`config.mk`:
```
export PLATFORM = sky130hd
export DESIGN_NAME = mult_sched_flat
export DESIGN_NICKNAME = d
export VERILOG_FILES = /design/src/rtl/mult_sched_if.sv /design/src/rtl/mult_sched.sv /design/src/flat_wrapper.sv
export SDC_FILE = /design/constraint.sdc
export NUM_CORES = 1
export LEC_CHECK = 0
export ABC_AREA = 0
export ABC_CLOCK_PERIOD_IN_PS = 12800
export BUFFER_PORTS_ARGS = -buffer_cell sky130_fd_sc_hd__clkbuf_2
export CAP_MARGIN = 20
export CELL_PAD_IN_SITES_DETAIL_PLACEMENT = 1
export CELL_PAD_IN_SITES_GLOBAL_PLACEMENT = 2
export CORE_UTILIZATION = 38
export CTS_CLUSTER_SIZE = 30
export DETAILED_ROUTE_END_ITERATION = 8
export GPL_ROUTABILITY_DRIVEN = 0
export GPL_TIMING_DRIVEN = 0
export PLACE_DENSITY = 0.95
export SYNTH_ARGS = -nofsm -noshare
export SYNTH_HDL_FRONTEND = slang
export SYNTH_SLANG_ARGS = --single-unit
```
`constraint.sdc`:
```
create_clock -name clk -period 12.8 [get_ports clk]
set_input_delay 0.64 -clock clk [delete_from_list [all_inputs] [get_ports clk]]
set_output_delay 0.64 -clock clk [all_outputs]
set_load 0.1 [all_outputs]
```
`src/rtl/mult_sched_if.sv`:
```
// Handshake bundle for mult_sched: two operand requesters and one result consumer.
interface mult_sched_if;
  localparam int unsigned OP_W  = 16;
  localparam int unsigned RES_W = 32;

  logic             req0_valid;
  logic [OP_W-1:0]  req0_a;
  logic [OP_W-1:0]  req0_b;
  logic             req0_ready;
  logic             req1_valid;
  logic [OP_W-1:0]  req1_a;
  logic [OP_W-1:0]  req1_b;
  logic             req1_ready;
  logic             res_valid;
  logic             res_id;
  logic [RES_W-1:0] res_product;
  logic             res_ready;

  modport master (
    output req0_valid, req0_a, req0_b, req1_valid, req1_a, req1_b, res_ready,
    input  req0_ready, req1_ready, res_valid, res_id, res_product
  );

  modport slave (
    input  req0_valid, req0_a, req0_b, req1_valid, req1_a, req1_b, res_ready,
    output req0_ready, req1_ready, res_valid, res_id, res_product
  );
endinterface

```
`src/rtl/mult_sched.sv`:
```
// Two-requester 16x16 multiplier sharing one 16x4 multiplier over four nibble steps.
module mult16by4 (
  input  logic [15:0] a,
  input  logic [3:0]  b,
  output logic [19:0] product
);
  assign product = 20'(a) * 20'(b);
endmodule

module mult_sched (
  input  logic         clk,
  input  logic         rst,
  mult_sched_if.slave  bus
);
  localparam int unsigned OP_W   = 16;
  localparam int unsigned NIB_W  = 4;
  localparam int unsigned PROD_W = 20;
  localparam int unsigned RES_W  = 32;
  localparam int unsigned K_W    = 2;
  localparam int unsigned STEPS  = 4;

  typedef enum logic [1:0] {IDLE, CALC, DONE} state_t;

  state_t            state;
  state_t            state_d;
  logic [OP_W-1:0]   a_q;
  logic [OP_W-1:0]   b_q;
  logic              id_q;
  logic [RES_W-1:0]  acc;
  logic [K_W-1:0]    k;
  logic              last_grant;
  logic              res_valid_q;
  logic              res_id_q;
  logic [RES_W-1:0]  res_product_q;

  logic              grant_c;
  logic              accept_c;
  logic              last_step_c;
  logic [NIB_W-1:0]  nib_c;
  logic [PROD_W-1:0] prod_c;
  logic [RES_W-1:0]  sum_c;

  // Round-robin: on a tie, the requester not served last wins.
  always_comb begin
    grant_c = 1'b0;
    if (bus.req0_valid && bus.req1_valid) grant_c = ~last_grant;
    else                                  grant_c = bus.req1_valid;
  end

  assign last_step_c = (k == K_W'(STEPS - 1));
  assign nib_c       = NIB_W'(b_q >> {k, 2'b00});
  assign sum_c       = acc + (RES_W'(prod_c) << {k, 2'b00});

  mult16by4 u_mult (
    .a       (a_q),
    .b       (nib_c),
    .product (prod_c)
  );

  always_ff @(posedge clk) begin
    if (rst) state <= IDLE;
    else     state <= state_d;
  end

  always_comb begin
    state_d        = state;
    accept_c       = 1'b0;
    bus.req0_ready = 1'b0;
    bus.req1_ready = 1'b0;
    unique case (state)
      IDLE: begin
        accept_c       = !rst && (bus.req0_valid || bus.req1_valid);
        bus.req0_ready = accept_c && !grant_c;
        bus.req1_ready = accept_c && grant_c;
        if (accept_c) state_d = CALC;
      end
      CALC: if (last_step_c) state_d = DONE;
      DONE: if (bus.res_ready) state_d = IDLE;
      default: state_d = IDLE;
    endcase
  end

  // Operand capture, nibble accumulation and result holding.
  always_ff @(posedge clk) begin
    if (rst) begin
      a_q           <= '0;
      b_q           <= '0;
      id_q          <= 1'b0;
      acc           <= '0;
      k             <= '0;
      last_grant    <= 1'b1;
      res_valid_q   <= 1'b0;
      res_id_q      <= 1'b0;
      res_product_q <= '0;
    end else begin
      unique case (state)
        IDLE: begin
          if (accept_c) begin
            a_q        <= grant_c ? bus.req1_a : bus.req0_a;
            b_q        <= grant_c ? bus.req1_b : bus.req0_b;
            id_q       <= grant_c;
            last_grant <= grant_c;
            acc        <= '0;
            k          <= '0;
          end
        end
        CALC: begin
          acc <= sum_c;
          k   <= k + K_W'(1);
          if (last_step_c) begin
            res_valid_q   <= 1'b1;
            res_id_q      <= id_q;
            res_product_q <= sum_c;
          end
        end
        DONE: if (bus.res_ready) res_valid_q <= 1'b0;
        default: ;
      endcase
    end
  end

  assign bus.res_valid   = res_valid_q;
  assign bus.res_id      = res_id_q;
  assign bus.res_product = res_product_q;
endmodule
```
`src/flat_wrapper.sv`:
```
// flat-port wrapper written by rule: the top's interface ports become plain ports
module mult_sched_flat 
  (clk, rst, bus_req0_valid, bus_req0_a, bus_req0_b, bus_req1_valid, bus_req1_a, bus_req1_b, bus_res_ready, bus_req0_ready, bus_req1_ready, bus_res_valid, bus_res_id, bus_res_product);
  mult_sched_if bus_i ();
  input  logic clk;
  input  logic rst;
  input wire logic [$bits(bus_i.req0_valid)-1:0] bus_req0_valid;
  input wire logic [$bits(bus_i.req0_a)-1:0] bus_req0_a;
  input wire logic [$bits(bus_i.req0_b)-1:0] bus_req0_b;
  input wire logic [$bits(bus_i.req1_valid)-1:0] bus_req1_valid;
  input wire logic [$bits(bus_i.req1_a)-1:0] bus_req1_a;
  input wire logic [$bits(bus_i.req1_b)-1:0] bus_req1_b;
  input wire logic [$bits(bus_i.res_ready)-1:0] bus_res_ready;
  output wire logic [$bits(bus_i.req0_ready)-1:0] bus_req0_ready;
  output wire logic [$bits(bus_i.req1_ready)-1:0] bus_req1_ready;
  output wire logic [$bits(bus_i.res_valid)-1:0] bus_res_valid;
  output wire logic [$bits(bus_i.res_id)-1:0] bus_res_id;
  output wire logic [$bits(bus_i.res_product)-1:0] bus_res_product;
  assign bus_i.req0_valid = bus_req0_valid;
  assign bus_i.req0_a = bus_req0_a;
  assign bus_i.req0_b = bus_req0_b;
  assign bus_i.req1_valid = bus_req1_valid;
  assign bus_i.req1_a = bus_req1_a;
  assign bus_i.req1_b = bus_req1_b;
  assign bus_i.res_ready = bus_res_ready;
  assign bus_req0_ready = bus_i.req0_ready;
  assign bus_req1_ready = bus_i.req1_ready;
  assign bus_res_valid = bus_i.res_valid;
  assign bus_res_id = bus_i.res_id;
  assign bus_res_product = bus_i.res_product;
  mult_sched u_core (.clk(clk), .rst(rst), .bus(bus_i));
endmodule
```
# Word level (Yosys, flattened, before mapping)
# Cells that the tools add are included.
# totals
ff_bits	104
out_inout_bits	36
wordCells	55
# op_classes
n_addsub	2
multipliers	1
eq_ne	7
shift	2
muxes	17
bitwise_logic	1
reduce_logical	15
# ops
cell	count
32-bit one-hot mux with 2 select lines	1
32-bit adder	1
16-bit two-way mux	2
32-bit two-way mux	1
20-bit by 4-bit left shift with 32-bit output	1
16-bit by 4-bit multiplier with 20-bit output	1
16-bit by 4-bit >> shifter with 4-bit output	1
2-bit two-way mux	4
1-bit two-way mux	6
2-bit by 1-bit != test with 1-bit output, second input constant	3
2-bit one-hot mux with 3 select lines	1
2-bit AND reduction	3
3-bit AND reduction	2
2-bit == test, second input constant	2
1-bit logical AND	4
2-bit one-hot mux with 2 select lines	1
2-bit nonzero test	2
2-bit by 1-bit adder with 2-bit output, second input constant	1
2-bit by 1-bit == test with 1-bit output, second input constant	1
1-bit logical NOT	2
2-bit logical NOT	1
2-bit != test, second input constant	1
1-bit one-hot mux with 2 select lines	1
1-bit logical OR	1
1-bit NOT	1

# Depth between registers and ports, before layout
# Gate-level depths: netlist of the first run.
# depth
depth_word	5
ltp_mapped	29

# Modules after synthesis
# A second synthesis of the first run with hierarchy kept.
# unflattened
hier_cells	1005
hier_area_um2	8131.5
# modules_own_cells
mod	n_inst	cells_each	area_per_inst_um2
mult_sched	1	752	6177.2
mult16by4	1	253	1954.4

# Worst setup path before layout of the first run
# No wires, ideal clock.
# synth_timing
kind	reg-to-reg
startpoint	reg u_core.k[0]
endpoint	reg u_core.res_product_q[29], in the netlist u_core.bus.res_product[29]
t_arrival_ns	6.481
slack_ns	6.244
stages_incl_launch_ff	29
path_buffers	2
period_less_slack_ns	6.556
path_cell_list	dfxtp_1 -> clkbuf_1 -> mux4_2 -> clkbuf_1 -> and2_1 -> fa_1 -> inv_1 -> fa_1 -> inv_1 -> ha_1 -> and3_1 -> and3_1 -> a211o_1 -> o211a_1 -> o21ai_2 -> and3_1 -> nor2_1 -> mux2i_1 -> mux2i_1 -> ha_1 -> nand4_1 -> nor3_1 -> nand4_1 -> nor4_2 -> nor4_2 -> a22oi_2 -> a21boi_1 -> or3_1 -> a31oi_1
# synth_via
elab_chain_len	4
elab_cells_between_ends	6
# synth_rtl
item	line	source
from (decl)	mult_sched.sv:30	logic [K_W-1:0] k;
from (signal assigned)	mult_sched.sv:109	k <= k + K_W'(1);
16-bit by 4-bit >> shifter with 4-bit output	mult_sched.sv:51	assign nib_c = NIB_W'(b_q >> {k, 2'b00});
16-bit by 4-bit multiplier with 20-bit output	mult_sched.sv:7	assign product = 20'(a) * 20'(b);
20-bit by 4-bit left shift with 32-bit output	mult_sched.sv:52	assign sum_c = acc + (RES_W'(prod_c) << {k, 2'b00});
32-bit adder	mult_sched.sv:52	
to (signal assigned)	mult_sched.sv:113	res_product_q <= sum_c;
to (decl)	mult_sched.sv:34	logic [RES_W-1:0] res_product_q;
# Parallel ways exist; a longest one is shown, timed or not.
# A chain may end at the register's enable or synchronous reset.

# Worst setup path in the final report of the first run
# layout_timing
startpoint	reg u_core.k[0]
endpoint	reg u_core.res_product_q[28], in the netlist u_core.bus.res_product[28]
# The elaborated chain is that of the path after synthesis.

==> flow_summary.ini, run 1 <==
[synthesis]
synthCells = 1017
synth-edff-count = 0
synth-seq-cells = 104
synth_nets = 1171
yosys.area.top_type = dfxtp_1
synth.area.top_cells = dfxtp_1 (26%), ha_1 (8.6%), fa_1 (7.2%), mux2i_1 (5.9%), nand2_1 (5.5%)
synth_cell_types = 66
syn_area_um2 = 8120
synthArstFlopShare = 0
synth_top_area_share = 0.257
syn_area_per_cell_um2 = 7.98
yosysWarningCount = 0
synth_common_cells = nand2_1 (119), dfxtp_1 (104), nor2_1 (85), a21oi_1 (84), inv_1 (66)
yosys.cell_count.top_type = nand2_1
synth_flop_cell = dfxtp_1
yosysSeqAreaShare = 0.257

[critical_path]
path_class = reg -> reg
reg2regPathDepth = 28
slowest_delay_ns = 0.57
startpoint_type = flop
r2r_setup_slack_ns = 4.72
reg2reg_from = u_core.k[0]
crit_required_ns = 13.06
cp.arrival_ns = 8.34
end_kind = flop
cp_slowest_cell = clkbuf_1
worst-path-max-fanout = 10
r2r_end = u_core.bus.res_product[28]

[min_path]
min-delay-start = u_core.acc[20]
hold_depth = 2
hold_path_class = reg -> reg
hold_path_end = u_core.acc[20]

[floorplan]
die_area_um2 = 21900
dieHeight_um = 148
io_pins = 105
fp.dieW_um = 148
num_rows = 53
core-area_um2 = 21000
start_util = 0.387

[place]
dp_hpwl_mm = 20.1
portBuffers = 103

[timing]
tightest_slew_ns = 1.10
max_freq_mhz = 124
fin_worst_skew_ns = 0.00982
finalSetupTns_ns = 0
setup_viol = 0
relSlewSlack = 0.260
drv_slew = 0
fin_crit_ns = 8.08
hold_viol_final = 0
rsz0062_at_grt = false
period_share = 0.631
whs_ns = 0.452

[power]
ir_worst_vdd_mv = 0.0786
powerDensity_nw_per_um2 = 108
p_total_mw = 1.00
p_leak_nw = 4.18

[final_layout]
nets = 1285
area.sequential_um2 = 2080
area_growth_pct = 14.4
layout-drive-gt1-share = 0.126
antenna_cells = 0
n_fill_cell = 2640
multiInputGateArea_um2 = 5570

[clocking]
cts_root_buffer = clkbuf_16
cts-htree-levels = 3
clk_pin_slew_worst_paths_ns = 0.08
holdBufCountCts = 0
clkLatencyLatePin_ns = 0.37
numCtsBuffers = 9
post_cts_buffers = 0
clockBufferDepth = 2
cts.sinks = 104
cts_resized = 0
cts_tree = built

[routing]
vias_per_cell = 5.46
drtPass1Iterations = 5
wl_per_cell_um = 17.9
first_iter_violations = 311
antenna_left = 0
dr_total_vias = 7708
drc_errors = 0
drt-total-wl_mm = 25.2

[outcome]
status = finished, final reports clean

[job]
cap_violations = 0

[global_route]
grt_util_all_layers = 0.235
grt_max_degree = 20
antenna_found_initial = 1
grt.overflow.total = 0
grt_pass1_wl_mm = 40.3
grt_pass1_vias = 7704
## worst max path at each step
| stage | from | end | cells after the start |
|---|---|---|---|
| after global routing | u_core.k[0] | u_core.bus.res_product[28] | 28 |
| after detailed placement | u_core.k[0] | u_core.bus.res_product[28] | 28 |
| after CTS | u_core.k[0] | u_core.bus.res_product[28] | 28 |
| after global placement | u_core.k[0] | u_core.bus.res_product[28] | 28 |
| final | u_core.k[0] | u_core.bus.res_product[28] | 28 |
| after floorplan | u_core.k[0] | u_core.bus.res_product[29] | 28 |
## cells by family (layout without fill, tap and decap cells)
kind of cell | count (synthesis) | count (layout) | synth area share
buffers and inverters | 120 | 239 | 0.0566
muxes | 54 | 54 | 0.0735
and+or+nand+nor | 355 | 355 | 0.210
adders and majority gates | 85 | 85 | 0.158
AOI/OAI and AO/OA | 260 | 260 | 0.204
DFF | 104 | 104 | 0.257
xor gates and xnor gates | 39 | 39 | 0.0421
## metal layers
metal | share of wire | track usage | up-vias | wire length (um)
met5 | 0 | 0 | - | 0
met4 | 0.015 | 0.0562 | 0 | 383
met3 | 0.036 | 0.0331 | 25 | 903
met2 | 0.48 | 0.397 | 136 | 12100
met1 | 0.47 | 0.315 | 3795 | 11800
li1 | - | - | 3752 | -
## cell type report
class                   instances  area share
flip-flops and latches        104       0.224
well taps                     275      0.0371
inverters                      67      0.0271
clock buffers                   9      0.0243
multi-input cells             793       0.600
plain buffers                  53      0.0224
clock inverters                 7     0.00930
repair buffers                103      0.0555
## state kept, by name (all words and copies together) (netlist names)
signal,count
u_core.id_q,1
u_core.last_grant,1
u_core.b_q,16
u_core.state,2
u_core.bus.res_id,1
u_core.k,2
u_core.bus.res_product,32
u_core.bus.res_valid,1
u_core.acc,32
u_core.a_q,16
## worst max-delay path, delay by kind of cell (launching register included)
family                   cells  cell delay (ns)
AO/OA/AOI/OAI               11             2.40
multiplexers                 2             0.79
AND/OR/NAND/NOR              6             1.02
XOR/XNOR                     1             0.31
buffers and inverters        4             1.22
adder cells (fa/ha/maj)      4             1.87
flip-flops                   1             0.34
## power by group
part / leakage (nW) / switching [mW] / internal (mW)
logic: 3.19 / 0.217 / 0.124
registers: 0.848 / 0.0163 / 0.342
clock network: 0.144 / 0.145 / 0.156
total: 4.18 / 0.379 / 0.622
## per-stage QoR
step	util	std cells	cell area [um2]	worst slack (ns)
floorplan	-	1017	8120	6.24
global placement	0.428	1395	8970	5.00
detailed placement	0.428	1395	8970	4.86
CTS	0.443	1411	9290	4.81
global route	0.443	1411	9290	4.22
finish	0.443	1411	9290	4.72
## layout by cell type (no fill, tap or decap), types with 4 or more instances in the layout
cell type and n:
and2_1 59, ha_1 56, inv_1 66, o21bai_1 5, dfxtp_1 104, mux2i_1 48
a31oi_1 5, o21ai_1 5, xor2_1 12, nand4_1 6, nor3_1 13, o21ai_0 52
and3_1 9, buf_1 9, nand2_1 119, a211oi_1 40, o211ai_1 6, nand2b_1 12
o21a_1 10, xnor2_1 27, fa_1 29, clkbuf_1 39, nor2b_1 7, a22o_1 4
nand3b_1 7, clkbuf_16 9, a21o_1 19, mux4_2 4, nand3_1 23, a21oi_1 84
clkbuf_2 105, nor2_1 85
Power figures use the tool's default switching activity.
==> run 2: changes to the inputs <==
ABC_CLOCK_PERIOD_IN_PS = 7450   (was 12800)
CORE_UTILIZATION = 35   (was 38)
PLACE_DENSITY = 0.91   (was 0.95)
clock period = 7.45 ns   (was 12.8 ns; I/O delays follow)
==> flow_summary.ini, run 2 (synthesis results as in run 1) <==
[clocking]
cts-htree-levels = 3
cts_tree = built
clkLatencyLatePin_ns = 0.37
clk_pin_slew_worst_paths_ns = 0.08
clockBufferDepth = 2
numCtsBuffers = 9
cts_root_buffer = clkbuf_16
holdBufCountCts = 0
cts.sinks = 104

[timing]
drv_slew = 0
tightest_slew_ns = 1.10
max_freq_mhz = 140
relSlewSlack = 0.263
fin_crit_ns = 7.16
setup_viol = 0
whs_ns = 0.309
finalSetupTns_ns = 0
period_share = 0.961
hold_viol_final = 0
fin_worst_skew_ns = 0.0121

[global_route]
grt_max_degree = 20
grt_pass1_vias = 7809
grt_util_all_layers = 0.217
grt.overflow.total = 0
antenna_found_initial = 0
grt_pass1_wl_mm = 40.9

[outcome]
status = finished, final reports clean

[floorplan]
fp.dieW_um = 154
dieHeight_um = 154
start_util = 0.357
io_pins = 105
num_rows = 55
die_area_um2 = 23800
core-area_um2 = 22700

[power]
powerDensity_nw_per_um2 = 185
clock_power_share = 0.301
p_comb_frac = 0.348
ir_worst_vdd_mv = 0.125
p_leak_nw = 4.28
p_sw_frac = 0.379
p_int_mw = 1.09
netSwitchingPower_mw = 0.666
seqPwrFrac = 0.351

[final_layout]
antenna_cells = 0
mostFrequentLayoutCell = nand2_1
layout_common_cells = nand2_1 (119), clkbuf_2 (104), dfxtp_1 (104), nor2_1 (85), a21oi_1 (81)
layout-drive-gt1-share = 0.154
area_growth_pct = 17.4
nets = 1299

[routing]
drc_errors = 0
drt-total-wl_mm = 25.5
met3_length_um = 810
met2WireLength_mm = 11.8
wl_met1_mm = 12.5
vias_per_cell = 5.40
first_iter_violations = 327
wl_per_cell_um = 17.8
dr_total_vias = 7742
top_layer_used = met4
antenna_left = 0
drtPass1Iterations = 5

[place]
portBuffers = 103
dp_hpwl_mm = 20.1

[critical_path]
startpoint_type = flop
path_class = reg -> reg
slowest_delay_ns = 0.56
cp_slowest_cell = mux4_2
worst-path-max-fanout = 6
cp.arrival_ns = 7.45
crit_required_ns = 7.74
end_kind = flop
path_common_cell = buf_4

[min_path]
hold_path_class = in -> reg

[job]
cap_violations = 0
==> run 2: changes by cell type in the layout (fill, tap and decap cells not counted), sizes merged <==
cell	previous run	this run
inv	70	69
clkinv	0	4
clkbuf	153	149
buf	12	30
clkinvlp	3	0
==> run 2: cell type report <==
| class | count | area [um2] |
|---|---|---|
| buffer | 53 | 226 |
| clock buffer | 9 | 225 |
| clock inverter | 7 | 91.3 |
| fill | 2860 | 13200 |
| inverter | 67 | 251 |
| multi-input combinational | 793 | 5670 |
| sequential | 104 | 2080 |
| tap | 285 | 357 |
| timing repair buffer | 117 | 621 |
==> run 2: power groups by stage <==
stage	Clock (mW)	Sequential, mW	Combinational (mW)
2_1_floorplan	0	0.619	0.416
6_report	0.528	0.617	0.612
4_1_cts	0.535	0.616	0.583
5_1_grt	0.564	0.622	0.676
3_5_place_dp	0	0.629	0.577
3_3_place_gp	0	0.628	0.565
==> run 2: path summary, 6_finish.rpt <==
path,from,to,slack (ns),cells past startpoint
worst max register to register,u_core.k[0],u_core.bus.res_product[29],0.29,30
worst max-delay path,u_core.k[0],u_core.bus.res_product[29],0.29,30
worst min register to register,u_core.acc[20],u_core.acc[20],0.45,2
worst min-delay path,bus_res_ready,u_core.state[1],0.31,3
==> run 2: worst max-delay path: cells and delay by family (launching register included) <==
kind                       cells  cell delay [ns]
and+or+nand+nor                8             1.65
buffers and inverters          6             0.70
DFF                            1             0.37
muxes                          3             0.92
AOI/OAI and AO/OA              9             1.66
adders and majority gates      4             1.81
==> run 2: stage by stage <==
| step | setup WS, ns | instances | instance area (um2) | power, mW | utilization |
|---|---|---|---|---|---|
| CTS | 0.0402 | 1421 | 9320 | 1.73 | 0.410 |
| detailed placement | -0.395 | 1405 | 8990 | 1.21 | 0.396 |
| floorplan | 0.894 | 1017 | 8120 | 1.03 | - |
| global placement | -0.322 | 1405 | 8990 | 1.19 | 0.396 |
| global route | -0.0394 | 1435 | 9530 | 1.86 | 0.419 |
| finish | 0.291 | 1435 | 9530 | 1.76 | 0.419 |
==> run 2: layer usage <==
metal | track usage | vias up
li1 | - | 3782
met1 | 0.305 | 3783
met2 | 0.353 | 152
met3 | 0.0244 | 25
met4 | 0.0533 | 0
met5 | 0 | -
==> run 2: repair_timing <==
item	CTS	global route
buffers inserted	0	14
pin swaps	0	13
setup endpoints to repair	24	24
gates resized for setup	5	33
==> run 3: changes to the inputs <==
GPL_TIMING_DRIVEN = 1   (was 0)
==> flow_summary.ini, run 3 (synthesis results as in run 1) <==
[clocking]
cts.sinks = 104
clockBufferDepth = 2
cts_root_buffer = clkbuf_16
clk_pin_slew_worst_paths_ns = 0.08
cts-htree-levels = 3
numCtsBuffers = 9
clkLatencyLatePin_ns = 0.37
cts_tree = built
holdBufCountCts = 0

[timing]
relSlewSlack = 0.451
hold_viol_final = 0
period_share = 0.937
max_freq_mhz = 143
worst_slack_ns = 0.468
fin_worst_skew_ns = 0.00860
setup_viol = 0
whs_ns = 0.281
finalSetupTns_ns = 0
fin_crit_ns = 6.98
drv_slew = 0
tightest_slew_ns = 0.816

[final_layout]
area_growth_pct = 14.2
layout-drive-gt1-share = 0.145
mostFrequentLayoutCell = nand2_1
antenna_cells = 0
nets = 1250
layout_common_cells = nand2_1 (119), dfxtp_1 (104), clkbuf_2 (103), nor2_1 (85), a21oi_1 (83)
instances_no_fill = 1386
design_area_um2 = 9270

[critical_path]
startpoint_type = flop
r2r_setup_slack_ns = 0.47
reg2regPathDepth = 26
cp.arrival_ns = 7.27
r2r_end = u_core.bus.res_product[29]
path_common_cell = fa_1
cp_slowest_cell = mux4_2
path_class = reg -> reg
end_kind = flop
worst-path-max-fanout = 9
crit_required_ns = 7.74
slowest_delay_ns = 0.61
reg2reg_from = u_core.k[0]

[global_route]
grt_util_all_layers = 0.199
grt_pass1_wl_mm = 38.1
grt_max_degree = 69
grt.overflow.total = 0
grt_pass1_vias = 7575
antenna_found_initial = 0

[job]
cap_violations = 0

[place]
dp_slack_ns = 0.441
dpl.cell_count = 1364
portBuffers = 104
place_area_um2 = 8880
dp_hpwl_mm = 17.5

[min_path]
min-delay-start = bus_res_ready
hold_path_class = in -> reg
hold_depth = 3
hold_path_end = u_core.state[1]

[floorplan]
core-area_um2 = 22700
fp.dieW_um = 154
io_pins = 105
num_rows = 55
dieHeight_um = 154
start_util = 0.357
die_area_um2 = 23800

[routing]
wl_per_cell_um = 16.8
dr_total_vias = 7466
drt-total-wl_mm = 23.3
drc_errors = 0
vias_per_cell = 5.39
antenna_left = 0
first_iter_violations = 295
drtPass1Iterations = 5

[outcome]
status = finished, final reports clean

[power]
ir_worst_vdd_mv = 0.0945
powerDensity_nw_per_um2 = 184
p_leak_nw = 4.21
run 3: worst max path at each step:
stage                      startpoint                    endpoint  cells after the start
after CTS                 u_core.k[0]  u_core.bus.res_product[28]                     26
after global placement    u_core.k[0]  u_core.bus.res_product[28]                     26
after detailed placement  u_core.k[0]  u_core.bus.res_product[28]                     26
final                     u_core.k[0]  u_core.bus.res_product[29]                     26
after global routing      u_core.k[0]  u_core.bus.res_product[29]                     27
after floorplan           u_core.k[0]  u_core.bus.res_product[29]                     28
run 3: cell type report:
cell class | instances | area [um2]
Clock buffer | 10 | 229
Tap cell | 285 | 357
Fill cell | 2814 | 13400
Inverter | 67 | 251
Timing Repair Buffer | 121 | 676
Sequential cell | 104 | 2080
Clock inverter | 6 | 75.1
Multi-Input combinational cell | 793 | 5600
run 3: per-layer routing:
layer  wire (um)  track usage
met1       10900        0.262
met4         404       0.0599
met2       11300        0.342
met5           0            0
met3         656       0.0205
run 3: critical path, delay by kind of cell (launching register included):
family | cells | cell delay, ns
multiplexers | 2 | 0.91
XOR/XNOR | 1 | 0.30
flip-flops | 1 | 0.44
AO/OA/AOI/OAI | 10 | 1.84
AND/OR/NAND/NOR | 7 | 1.39
buffers and inverters | 2 | 0.27
adder cells (fa/ha/maj) | 4 | 1.75
run 3: what timing repair did:
action / CTS / global route
setup endpoints to repair: 0 / 7
buffers inserted: 0 / 6
resized for setup: 0 / 4
run 3: where the power goes:
part	internal, mW	switching, mW
Clock	0.267	0.246
Sequential	0.588	0.0284
Combinational	0.220	0.356
Total	1.07	0.631
run 3: metrics by stage:
stage                     power [mW]   util
after floorplan                 1.03      -
after global placement          1.18  0.391
after detailed placement        1.19  0.391
after CTS                       1.71  0.405
after global routing            1.81  0.408
final                           1.71  0.408
